## config.mk

```make
export PLATFORM = sky130hd
export DESIGN_NAME = spi_arb
export DESIGN_NICKNAME = d
export VERILOG_FILES = /design/src/rtl/spi_arb.sv
export SDC_FILE = /design/constraint.sdc
export NUM_CORES = 1
export LEC_CHECK = 0
export BUFFER_PORTS_ARGS = -buffer_cell sky130_fd_sc_hd__buf_2
export CAP_MARGIN = 10
export CORE_MARGIN = 2
export CORE_UTILIZATION = 35
export DETAILED_ROUTE_END_ITERATION = 10
export HOLD_SLACK_MARGIN = 0.12
export PLACE_DENSITY = 0.62
export SYNTH_ARGS = -nofsm -noshare
export SYNTH_HDL_FRONTEND = slang
export SYNTH_SLANG_ARGS = --single-unit
export TNS_END_PERCENT = 50
```

## constraint.sdc

```tcl
create_clock -name clk -period 2.4 [get_ports clk]
set_input_delay 0.48 -clock clk [delete_from_list [all_inputs] [get_ports clk]]
set_output_delay 0.48 -clock clk [all_outputs]
set_load 0.02 [all_outputs]
```

## src/rtl/spi_arb.sv

```systemverilog
// spi_arb: shares one SPI transaction engine between the inertial interface
// (high priority) and the A2D interface (low priority). One 16-bit job at a
// time; ss_sel routes SS_n to the granted device for the whole job.
// Optional watchdog on the BUSY wait: define SPI_ARB_TIMEOUT_EN.
//
// state  | meaning
// IDLE   | no job in flight; arbitrate pending requests, latch winner's cmd
// LAUNCH | command and ss_sel stable; spi_wrt pulses for this cycle only
// BUSY   | waiting for spi_done (or watchdog expiry when enabled)
module spi_arb #(
  parameter int STARVE_MAX = 4
`ifdef SPI_ARB_TIMEOUT_EN
  , parameter int TIMEOUT_CYC = 4096
`endif
) (
  input  logic        clk,
  input  logic        rst,
  input  logic        inert_req,
  input  logic [15:0] inert_cmd,
  output logic        inert_done,
  input  logic        a2d_req,
  input  logic [15:0] a2d_cmd,
  output logic        a2d_done,
  output logic [15:0] rd_data,
  output logic        spi_wrt,
  output logic [15:0] spi_cmd,
  input  logic        spi_done,
  input  logic [15:0] spi_rd_data,
  output logic        ss_sel,
  output logic        busy,
  output logic        tmo_err
);

  typedef enum logic [1:0] {
    S_IDLE   = 2'd0,
    S_LAUNCH = 2'd1,
    S_BUSY   = 2'd2
  } state_t;

  localparam logic [2:0] STARVE_LIM = 3'(STARVE_MAX);

  state_t      state_q, state_d;
  logic        ss_sel_q, ss_sel_d;
  logic [15:0] spi_cmd_q, spi_cmd_d;
  logic [15:0] rd_data_q, rd_data_d;
  logic        inert_done_q, inert_done_d;
  logic        a2d_done_q, a2d_done_d;
  logic        tmo_err_q, tmo_err_d;
  logic [2:0]  starve_cnt_q, starve_cnt_d;
  logic        grant_a2d;

`ifdef SPI_ARB_TIMEOUT_EN
  localparam logic [11:0] TMO_LOAD = 12'(TIMEOUT_CYC - 1);
  logic [11:0] wdog_q, wdog_d;
  logic        expire;
`endif

  // State and datapath registers with synchronous reset
  always_ff @(posedge clk) begin
    if (rst) begin
      state_q      <= S_IDLE;
      ss_sel_q     <= 1'b0;
      spi_cmd_q    <= 16'h0000;
      rd_data_q    <= 16'h0000;
      inert_done_q <= 1'b0;
      a2d_done_q   <= 1'b0;
      tmo_err_q    <= 1'b0;
      starve_cnt_q <= 3'd0;
`ifdef SPI_ARB_TIMEOUT_EN
      wdog_q       <= 12'd0;
`endif
    end else begin
      state_q      <= state_d;
      ss_sel_q     <= ss_sel_d;
      spi_cmd_q    <= spi_cmd_d;
      rd_data_q    <= rd_data_d;
      inert_done_q <= inert_done_d;
      a2d_done_q   <= a2d_done_d;
      tmo_err_q    <= tmo_err_d;
      starve_cnt_q <= starve_cnt_d;
`ifdef SPI_ARB_TIMEOUT_EN
      wdog_q       <= wdog_d;
`endif
    end
  end

  // Next-state, arbitration, starvation counter and completion handling
  always_comb begin
    state_d      = state_q;
    ss_sel_d     = ss_sel_q;
    spi_cmd_d    = spi_cmd_q;
    rd_data_d    = rd_data_q;
    inert_done_d = 1'b0;
    a2d_done_d   = 1'b0;
    tmo_err_d    = 1'b0;
    starve_cnt_d = starve_cnt_q;
    // inertial wins ties until A2D has been passed over STARVE_MAX times
    grant_a2d    = a2d_req & (~inert_req | (starve_cnt_q == STARVE_LIM));
`ifdef SPI_ARB_TIMEOUT_EN
    wdog_d       = wdog_q;
    expire       = 1'b0;
`endif
    unique case (state_q)
      S_IDLE: begin
        if (!a2d_req) begin
          starve_cnt_d = 3'd0;
        end
        if (inert_req || a2d_req) begin
          state_d   = S_LAUNCH;
          ss_sel_d  = grant_a2d;
          spi_cmd_d = grant_a2d ? a2d_cmd : inert_cmd;
          if (grant_a2d) begin
            starve_cnt_d = 3'd0;
          end else if (a2d_req && (starve_cnt_q != 3'd7)) begin
            starve_cnt_d = starve_cnt_q + 3'd1;
          end
        end
      end
      S_LAUNCH: begin
        state_d = S_BUSY;
`ifdef SPI_ARB_TIMEOUT_EN
        wdog_d  = TMO_LOAD;
`endif
      end
      S_BUSY: begin
`ifdef SPI_ARB_TIMEOUT_EN
        expire = (wdog_q == 12'd0);
        wdog_d = wdog_q - 12'd1;
`endif
        // a real completion in the expiry cycle takes precedence
        if (spi_done) begin
          state_d      = S_IDLE;
          rd_data_d    = spi_rd_data;
          inert_done_d = ~ss_sel_q;
          a2d_done_d   = ss_sel_q;
        end
`ifdef SPI_ARB_TIMEOUT_EN
        else if (expire) begin
          state_d      = S_IDLE;
          rd_data_d    = 16'hFFFF;
          inert_done_d = ~ss_sel_q;
          a2d_done_d   = ss_sel_q;
          tmo_err_d    = 1'b1;
        end
`endif
      end
      default: begin
        state_d = S_IDLE;
      end
    endcase
  end

  // Outputs decoded from state and registers
  always_comb begin
    spi_wrt    = (state_q == S_LAUNCH);
    busy       = (state_q != S_IDLE);
    spi_cmd    = spi_cmd_q;
    ss_sel     = ss_sel_q;
    rd_data    = rd_data_q;
    inert_done = inert_done_q;
    a2d_done   = a2d_done_q;
    tmo_err    = tmo_err_q;
  end

endmodule

```

==> results of run 1 <==
cell usage after synthesis (all sizes together) (3+ instances only):
cell	n
nand3	17
ha	3
nand2	32
a31oi	16
dfxtp	40
a21oi	16
buf	11
nand4	16
nor2	4
nor3b	3
inv	3
clkbuf	7
o21ai	16
final cells by class:
class                   count  area share, %
clock buffers               6           3.22
multi-input cells         138           35.7
inverters                   3          0.499
well taps                  67           3.72
flip-flops and latches     40           35.5
repair buffers             93           21.1
clock inverters             1          0.222
metrics by stage:
stage | setup slack (ps) | utilization [%] | total power [mW]
finish | 573 | 47.4 | 1.41
global route | 509 | 47.4 | 1.49
CTS | 551 | 47.4 | 1.44
detailed placement | 586 | 45.8 | 1.02
global placement | 608 | 45.8 | 1.02
floorplan | 970 | - | 0.915
where the power goes:
part           switching, mW  leakage (nW)  internal [mW]
registers             0.0228         0.326          0.700
clock network          0.215        0.0410          0.198
logic                  0.168         0.642          0.108
total                  0.406          1.01           1.01
flip-flops by register name, indices dropped and copies added, names as in the netlist:
name / flops
ss_sel: 1
rd_data: 16
spi_cmd: 16
inert_done: 1
state_q: 2
starve_cnt_q: 3
a2d_done: 1
worst max-delay path, cell delays in order, from the launching register on:
cell and delay [ps]:
dfxtp_1 530, nor2_4 50, inv_2 250, buf_2 230
kinds of logic after synthesis:
group | after synthesis
buffers and inverters | 21
AO/OA/AOI/OAI | 54
adder cells (fa/ha/maj) | 3
flip-flops | 40
multiplexers | 1
AND/OR/NAND/NOR | 79
other | 1
routing by layer:
metal	vias to the layer above	GRT usage (%)
met2	75	28.6
met4	0	7.74
met5	-	0
met3	10	4.34
li1	879	-
met1	761	18.8
worst max path at each step:
stage                     cells past startpoint  startpoint  slack, ps         endpoint
after global placement                        4   inert_req        610  starve_cnt_q[0]
after CTS                                     3  state_q[1]        550             busy
after floorplan                               5   inert_req        970  starve_cnt_q[0]
after global routing                          3  state_q[1]        510             busy
final                                         3  state_q[1]        570             busy
after detailed placement                      4   inert_req        590  starve_cnt_q[0]
==> metrics.log, run 1 <==
[metrics] insertion delay to the later sink of the worst-skew pair: 280 ps
[metrics] area of the mapped netlist: 1730 sq um
[metrics] final setup vio count: 0
[metrics] maxcap violations: 0
[metrics] final antenna diode count: 0
[metrics] Leakage: 1.01 nW
[metrics] synthesis-to-layout area growth: 30.4%
[metrics] post-DR vias/cell: ~5.0
[metrics] DIE AREA: 5520 sq um
[metrics] adder and majority cell fraction of the synthesized area: 2.17%
[metrics] sum of met2 wire segment lengths after detailed routing: between 2000 and 2500 um
[metrics] overall routing resource usage: around 16%
[metrics] initial DRC count: 61
[metrics] post-CTS setup-driven buffer insertion count: 0
[metrics] layout cell share with drive strength beyond 1: 37.4%
[metrics] required time of the critical path: 1920 ps
[metrics] reg-to-reg startpoint: starve_cnt_q[1]
[metrics] CTS Buf Count: 5
[metrics] count of flip-flops with a built-in enable after synthesis: 0
[metrics] Hold Crit Class: in -> reg
[metrics] commonest register cell after synthesis: dfxtp_1
[metrics] Remaining Overflow, GRT: 0
[metrics] post-synthesis sequential area ratio: a little under half
[metrics] Antenna Nets Post-Route: 0
[metrics] Warnings, synthesis: 0
[metrics] H-tree depth: 2
[metrics] die width: around 74 um
[metrics] Post-Synthesis Mean Instance Area: 8.69 sq um
[metrics] total wire length: 4500 um
[metrics] post-synth net total: 255
[metrics] first-pass GRT wire length: roughly 7000 um
[metrics] HPWL reported at the end of detailed placement: approximately 3200 um
[metrics] number of top-level design ports: 91
[metrics] Sequential cell area: 801 sq um
[metrics] met3 wire length: 345 um
[metrics] # fillers: 502
[metrics] pin count of the biggest net entering global routing: 25
[metrics] cell type contributing the most total cell area after synthesis: dfxtp_1
[metrics] Synth area leaders: dfxtp_1 46%, nand2_1 6.9%, a31oi_1 5.8%, nand4_1 5.8%, nand3_1 4.9%
[metrics] # resized after CTS: 0
[metrics] routability-driven placement congestion ratio: just over 0.7
[metrics] Relative slew margins: 53.8%
[metrics] RSZ-0062 raised after global routing: no
[metrics] arrival time reported for the critical path endpoint: 1350 ps
[metrics] standard cell core area: 4750 sq um
[metrics] post-detailed-placement cell area: 2180 sq um
[metrics] input/output buffers: 89
[metrics] post-route cell area: between 2000 and 2500 sq um
[metrics] leading cell type in the layout, fill and taps excluded: buf_2
[metrics] height of the die: 74.3 um
[metrics] post-CTS clock slew at the launch and capture registers of the worst setup and hold paths: 70 ps
[metrics] row count: 25
[metrics] Via Count: 1,725
[metrics] NumNets Final: 337
[metrics] Tightest Pin Transition: 693 ps
[metrics] number of cells on the worst reg-to-reg path: 5
[metrics] Hold Path Depth: 3
[metrics] sort of element at the end of the critical path: output port
[metrics] post-synthesis compound-gate area fraction: a little under a fifth
[metrics] fraction of post-synthesis cell area in the top cell type by area: roughly 46%
[metrics] fin crit period: roughly 1800 ps
[metrics] startpoint of the worst hold path: spi_rd_data[4]
[metrics] count of cell types in the netlist: 34
[metrics] launching element type of the critical path: register
[metrics] number of optimization iterations in the first detailed-route pass: 4
[metrics] top library cells by usage in the layout, fill and taps aside: 89 x buf_2, 40 x dfxtp_1, 32 x nand2_1
[metrics] post-route clock period utilization: between 70 and 80%
[metrics] status: finished, final reports clean
[metrics] Simple-Gate Fraction of Synth Area: 25.5%
[metrics] top routing layer in use: met4
[metrics] largest family of logic cells by synthesized area: simple AND/OR/NAND/NOR gates
[metrics] Pwr per Cell Area: 626 nW/um^2
[metrics] share of the synthesized netlist area taken by xor and xnor gates: 0%
[metrics] worst setup skew after layout: 4.12 ps
[metrics] met1 wire length: 1900 um
[metrics] Setup CP Type: reg -> out
[metrics] reg2reg setup slack: 860 ps
[metrics] average routed wire per standard cell: 12.9 um
[metrics] TritonCTS clock tree: done
[metrics] setup TNS after final layout: 0 ps
[metrics] multiplexer share of the synthesized area: 0.651%
[metrics] number of global-route vias before repair: between 1.5k and 2k
[metrics] Peak supply drop: 0.239 mV
[metrics] Root Driver: clkbuf_8
[metrics] Mapped Cells: 199
[metrics] Finished Layout Cells: roughly 350
[metrics] Max Fanout on Critical Path: 19
[metrics] worst reg2reg path endpoint: starve_cnt_q[0]
[metrics] tightest hold margin: 429 ps
[metrics] multi-input combinational cell area: 806 sq um
[metrics] fin. max-slew vios: 0
[metrics] # placed instances: 341
[metrics] number of remaining DRC errors: 0
[metrics] Starting Density: 36.4%
[metrics] proportion of synthesized flip-flops having asynchronous set or reset: 0%
[metrics] Worst Hold End: rd_data[4]
[metrics] number of failing hold endpoints at the final stage: 0
[metrics] buffer levels on the longest clock path: 2
[metrics] number of antenna violations at the first check in global routing: 0
[metrics] # clock sinks: 40
[metrics] Highest Clock Rate: approximately 550 MHz
[metrics] count of hold buffers inserted by post-cts repair: 0
[metrics] flop and latch count out of synthesis: 40
No activity file was read; power rests on OpenSTA's default activity.
==> run 2: changes to the inputs <==
- PLACE_DENSITY: 0.62 -> 0.64
- clock period: 2.4 -> 1.65 ns (I/O delays scaled with it)
==> metrics.log, run 2 (synthesis gave the netlist of run 1 again) <==
[metrics] Pwr per Cell Area: 1070 nW/um^2
[metrics] Peak supply drop: 0.372 mV
[metrics] Post-Place Worst Slack: 226 ps
[metrics] startpoint of the worst hold path: spi_rd_data[10]
[metrics] synthesis-to-layout area growth: 38.4%
[metrics] top library cells by usage in the layout, fill and taps aside: 89 x buf_2, 38 x dfxtp_1, 32 x nand2_1
[metrics] number of remaining DRC errors: 0
[metrics] buffer levels on the longest clock path: 2
[metrics] Hold Crit Class: in -> reg
[metrics] Hold Path Depth: 3
[metrics] required time of the critical path: 1320 ps
[metrics] RSZ-0062 raised after global routing: no
[metrics] number of failing hold endpoints at the final stage: 0
[metrics] initial DRC count: 96
[metrics] number of top-level design ports: 91
[metrics] height of the die: 74.3 um
[metrics] average routed wire per standard cell: 12.8 um
[metrics] NumNets Final: 344
[metrics] reg2reg setup slack: 240 ps
[metrics] launching element type of the critical path: register
[metrics] CTS Buf Count: 5
[metrics] HPWL reported at the end of detailed placement: 3300 um
[metrics] arrival time reported for the critical path endpoint: 1160 ps
[metrics] number of optimization iterations in the first detailed-route pass: 4
[metrics] sort of element at the end of the critical path: output port
[metrics] # placed instances: 348
[metrics] first-pass GRT wire length: 7200 um
[metrics] Root Driver: clkbuf_8
[metrics] DIE AREA: about 5500 sq um
[metrics] multi-input combinational cell area: between 800 and 900 sq um
[metrics] layout cell share with drive strength beyond 1: 40.1%
[metrics] input/output buffers: 89
[metrics] Highest Clock Rate: roughly 670 MHz
[metrics] Finished Layout Cells: 356
[metrics] final setup vio count: 0
[metrics] number of global-route vias before repair: approximately 1.6k
[metrics] fin. max-slew vios: 0
[metrics] standard cell core area: about 4800 sq um
[metrics] Via Count: 1,743
[metrics] Starting Density: 36.4%
[metrics] Sequential cell area: between 800 and 900 sq um
[metrics] Worst Hold End: rd_data[10]
[metrics] Setup CP Type: reg -> out
[metrics] reg-to-reg startpoint: starve_cnt_q[0]
[metrics] Tightest Pin Transition: between 500 and 600 ps
[metrics] TritonCTS clock tree: done
[metrics] die width: around 74 um
[metrics] post-DR vias/cell: 4.90
[metrics] setup TNS after final layout: 0 ps
[metrics] H-tree depth: 2
[metrics] # fillers: 508
[metrics] number of antenna violations at the first check in global routing: 0
[metrics] Remaining Overflow, GRT: 0
[metrics] total wire length: about 4600 um
[metrics] number of cells on the worst reg-to-reg path: 5
[metrics] Leakage: 1.08 nW
[metrics] worst reg2reg path endpoint: starve_cnt_q[1]
[metrics] Relative slew margins: between 60 and 70%
[metrics] setup ws final: 161 ps
[metrics] Antenna Nets Post-Route: 0
[metrics] row count: 25
[metrics] insertion delay to the later sink of the worst-skew pair: around 290 ps
[metrics] final antenna diode count: 0
[metrics] post-route clock period utilization: 90.2%
[metrics] fin crit period: between 1000 and 1500 ps
[metrics] # clock sinks: 40
[metrics] maxcap violations: 0
[metrics] status: finished, final reports clean
[metrics] post-CTS clock slew at the launch and capture registers of the worst setup and hold paths: 80 ps
[metrics] routability-driven placement congestion ratio: 0.757
[metrics] overall routing resource usage: 16.8%
[metrics] worst setup skew after layout: a little over 3 ps
[metrics] post-CTS setup-driven buffer insertion count: 0
[metrics] leading cell type in the layout, fill and taps excluded: buf_2
[metrics] pin count of the biggest net entering global routing: 25
[metrics] Max Fanout on Critical Path: 19
==> run 2: through the flow <==
stage	utilization [%]	hold slack, ps	cell area, sq um	power, mW
6_report	50.3	267	2390	2.57
3_5_place_dp	46.9	446	2230	1.49
4_1_cts	50.3	255	2390	2.60
5_1_grt	50.3	265	2390	2.68
3_3_place_gp	46.9	439	2230	1.49
2_1_floorplan	-	466	1730	1.33
==> run 2: worst max-delay path by stage <==
stage | cells past startpoint | slack [ps] | from | endpoint
final | 3 | 160 | state_q[1] | busy
after global placement | 3 | 270 | state_q[1] | rd_data[4]
after floorplan | 6 | 290 | starve_cnt_q[0] | spi_cmd[12]
after detailed placement | 3 | 230 | state_q[1] | rd_data[4]
after CTS | 3 | 70 | state_q[0] | busy
after global routing | 3 | 80 | state_q[1] | busy
==> run 2: layer usage <==
layer	GRT usage [%]	vias up	part of all wire (%)
li1	-	897	-
met5	0	-	0
met1	21.4	774	46
met4	4.17	0	0.92
met3	4.88	5	7.1
met2	28.2	67	46
==> run 2: cell type report <==
cell class	instances	area share, %
Clock buffer	5	2.88
Multi-Input combinational cell	138	33.7
Timing Repair Buffer	100	22.1
Inverter	3	0.575
Sequential cell	40	33.6
Tap cell	67	3.50
Clock inverter	3	3.76
==> run 2: worst max-delay path, stage by stage (launching register included) <==
cell and delay, ps:
dfxtp_2 440, nor2_4 60, inv_4 160, buf_2 200
==> run 2: timing repair <==
item                       CTS  global route
cloned                       0             0
setup endpoints to repair    1             1
hold buffers                 0             0
resized for setup            2             1
==> run 2: power by group <==
| part | switching, mW | total (mW) | internal, mW |
|---|---|---|---|
| Sequential | 0.0348 | 1.05 | 1.02 |
| Combinational | 0.247 | 0.414 | 0.167 |
| Clock | 0.346 | 1.10 | 0.756 |
==> run 3: changes to the inputs <==
- PLACE_DENSITY: 0.64 -> 0.62
- clock period: 1.65 -> 1.9 ns (I/O delays scaled with it)
==> metrics.log, run 3 (synthesis gave the netlist of run 1 again) <==
[metrics] Max Fanout on Critical Path: 19
[metrics] final setup vio count: 0
[metrics] sort of element at the end of the critical path: output port
[metrics] DIE AREA: between 5000 and 6000 sq um
[metrics] Via Count: 1,737
[metrics] pin count of the biggest net entering global routing: 38
[metrics] CTS Buf Count: 5
[metrics] Remaining Overflow, GRT: 0
[metrics] height of the die: 74.3 um
[metrics] top library cells by usage in the layout, fill and taps aside: 89 x buf_2, 40 x dfxtp_1, 32 x nand2_1
[metrics] post-CTS clock slew at the launch and capture registers of the worst setup and hold paths: approximately 70 ps
[metrics] routability-driven placement congestion ratio: 0.821
[metrics] Leakage: 1.04 nW
[metrics] Pwr per Cell Area: 843 nW/um^2
[metrics] reg-to-reg startpoint: state_q[1]
[metrics] Setup CP Type: reg -> out
[metrics] H-tree depth: 2
[metrics] # clock sinks: 40
[metrics] arrival time reported for the critical path endpoint: ~1400 ps
[metrics] Hold Crit Class: in -> reg
[metrics] post-DR vias/cell: 4.92
[metrics] first-pass GRT wire length: about 7000 um
[metrics] HPWL reported at the end of detailed placement: 3190 um
[metrics] Highest Clock Rate: between 500 and 600 MHz
[metrics] crit path cell chain: nor2_4 -> inv_2 -> buf_2
[metrics] TritonCTS clock tree: done
[metrics] startpoint of the worst hold path: spi_rd_data[10]
[metrics] total wire length: 4630 um
[metrics] Tightest Pin Transition: 525 ps
[metrics] synthesis-to-layout area growth: 33.9%
[metrics] setup TNS after final layout: 0 ps
[metrics] fin. max-slew vios: 0
[metrics] initial DRC count: 36
[metrics] launching element type of the critical path: register
[metrics] reg2reg setup slack: 450 ps
[metrics] number of top-level design ports: 91
[metrics] Antenna Nets Post-Route: 0
[metrics] row count: 25
[metrics] overall routing resource usage: 17.1%
[metrics] count of hold buffers inserted by post-cts repair: 0
[metrics] number of antenna violations at the first check in global routing: 0
[metrics] worst setup skew after layout: 5.99 ps
[metrics] maxcap violations: 0
[metrics] buffer levels on the longest clock path: 2
[metrics] NumNets Final: between 300 and 400
[metrics] die width: around 74 um
[metrics] post-route clock period utilization: 92.3%
[metrics] utilization of the core after routing: approximately 50%
[metrics] number of global-route vias before repair: 1,593
[metrics] layout cell share with drive strength beyond 1: 38.5%
[metrics] status: finished, final reports clean
[metrics] number of remaining DRC errors: 0
[metrics] Slowest-stage cell, CP: dfxtp_1
[metrics] standard cell core area: 4750 sq um
[metrics] Root Driver: clkbuf_8
[metrics] Worst Hold End: rd_data[10]
[metrics] final antenna diode count: 0
[metrics] RSZ-0062 raised after global routing: no
[metrics] Relative slew margins: 65.0%
[metrics] required time of the critical path: 1520 ps
[metrics] input/output buffers: 89
[metrics] post-CTS setup-driven buffer insertion count: 0
[metrics] number of optimization iterations in the first detailed-route pass: 4
[metrics] Hold Path Depth: 3
[metrics] leading cell type in the layout, fill and taps excluded: buf_2
[metrics] Peak supply drop: 0.332 mV
[metrics] fin crit period: between 1500 and 2000 ps
[metrics] worst stage delay on the critical path: 560 ps
[metrics] worst reg2reg path endpoint: rd_data[8]
[metrics] # resized after CTS: 0
[metrics] total power: 1.95 mW
[metrics] average routed wire per standard cell: 13.1 um
[metrics] insertion delay to the later sink of the worst-skew pair: 290 ps
[metrics] number of failing hold endpoints at the final stage: 0
[metrics] number of cells on the worst reg-to-reg path: 3
[metrics] Starting Density: 36.4%
-- run 3: cell count changes in the layout (fill, tap and decap cells not counted), sizes merged --
cell,change
buf,-3
bufinv,-2
clkbuf,+1
clkinv,+1
-- run 3: worst max path at each step --
stage	from	endpoint	cells after the start	slack, ps
2_1_floorplan	starve_cnt_q[0]	spi_cmd[12]	6	540
3_3_place_gp	state_q[1]	rd_data[9]	3	460
3_5_place_dp	state_q[1]	rd_data[8]	3	440
4_1_cts	state_q[1]	busy	3	130
5_1_grt	state_q[1]	busy	3	50
6_report	state_q[1]	busy	3	150
-- run 3: final cells by class --
class / count / area, sq um
sequential: 40 / 801
inverter: 3 / 11.3
clock buffer: 6 / 72.6
fill: 484 / 2440
tap: 67 / 83.8
clock inverter: 2 / 35.0
timing repair buffer: 97 / 505
multi-input combinational: 138 / 806
-- run 3: routing by layer --
layer | wire length, um | track usage [%] | share of wire [%]
met5 | 0 | 0 | 0
met4 | 96 | 10.3 | 2.1
met3 | 357 | 3.79 | 7.7
met2 | 2190 | 28.8 | 47
met1 | 1980 | 20.0 | 43
-- run 3: report_power, final --
group | leakage, nW | internal (mW) | switching (mW)
Sequential | 0.326 | 0.884 | 0.0311
Combinational | 0.662 | 0.140 | 0.212
Clock | 0.0552 | 0.390 | 0.294
-- run 3: critical path: cells and delay by family (launching register included) --
kind	cells	cell delay [ps]
DFF	1	560
buffers and inverters	2	470
and+or+nand+nor	1	50
-- run 3: stage by stage --
step | std cells | hold WS, ps | worst slack [ps] | cell area [sq um]
floorplan | 199 | 468 | 542 | 1730
global placement | 345 | 440 | 455 | 2210
detailed placement | 345 | 443 | 443 | 2210
CTS | 353 | 309 | 126 | 2310
global route | 353 | 310 | 51.8 | 2310
finish | 353 | 319 | 146 | 2310
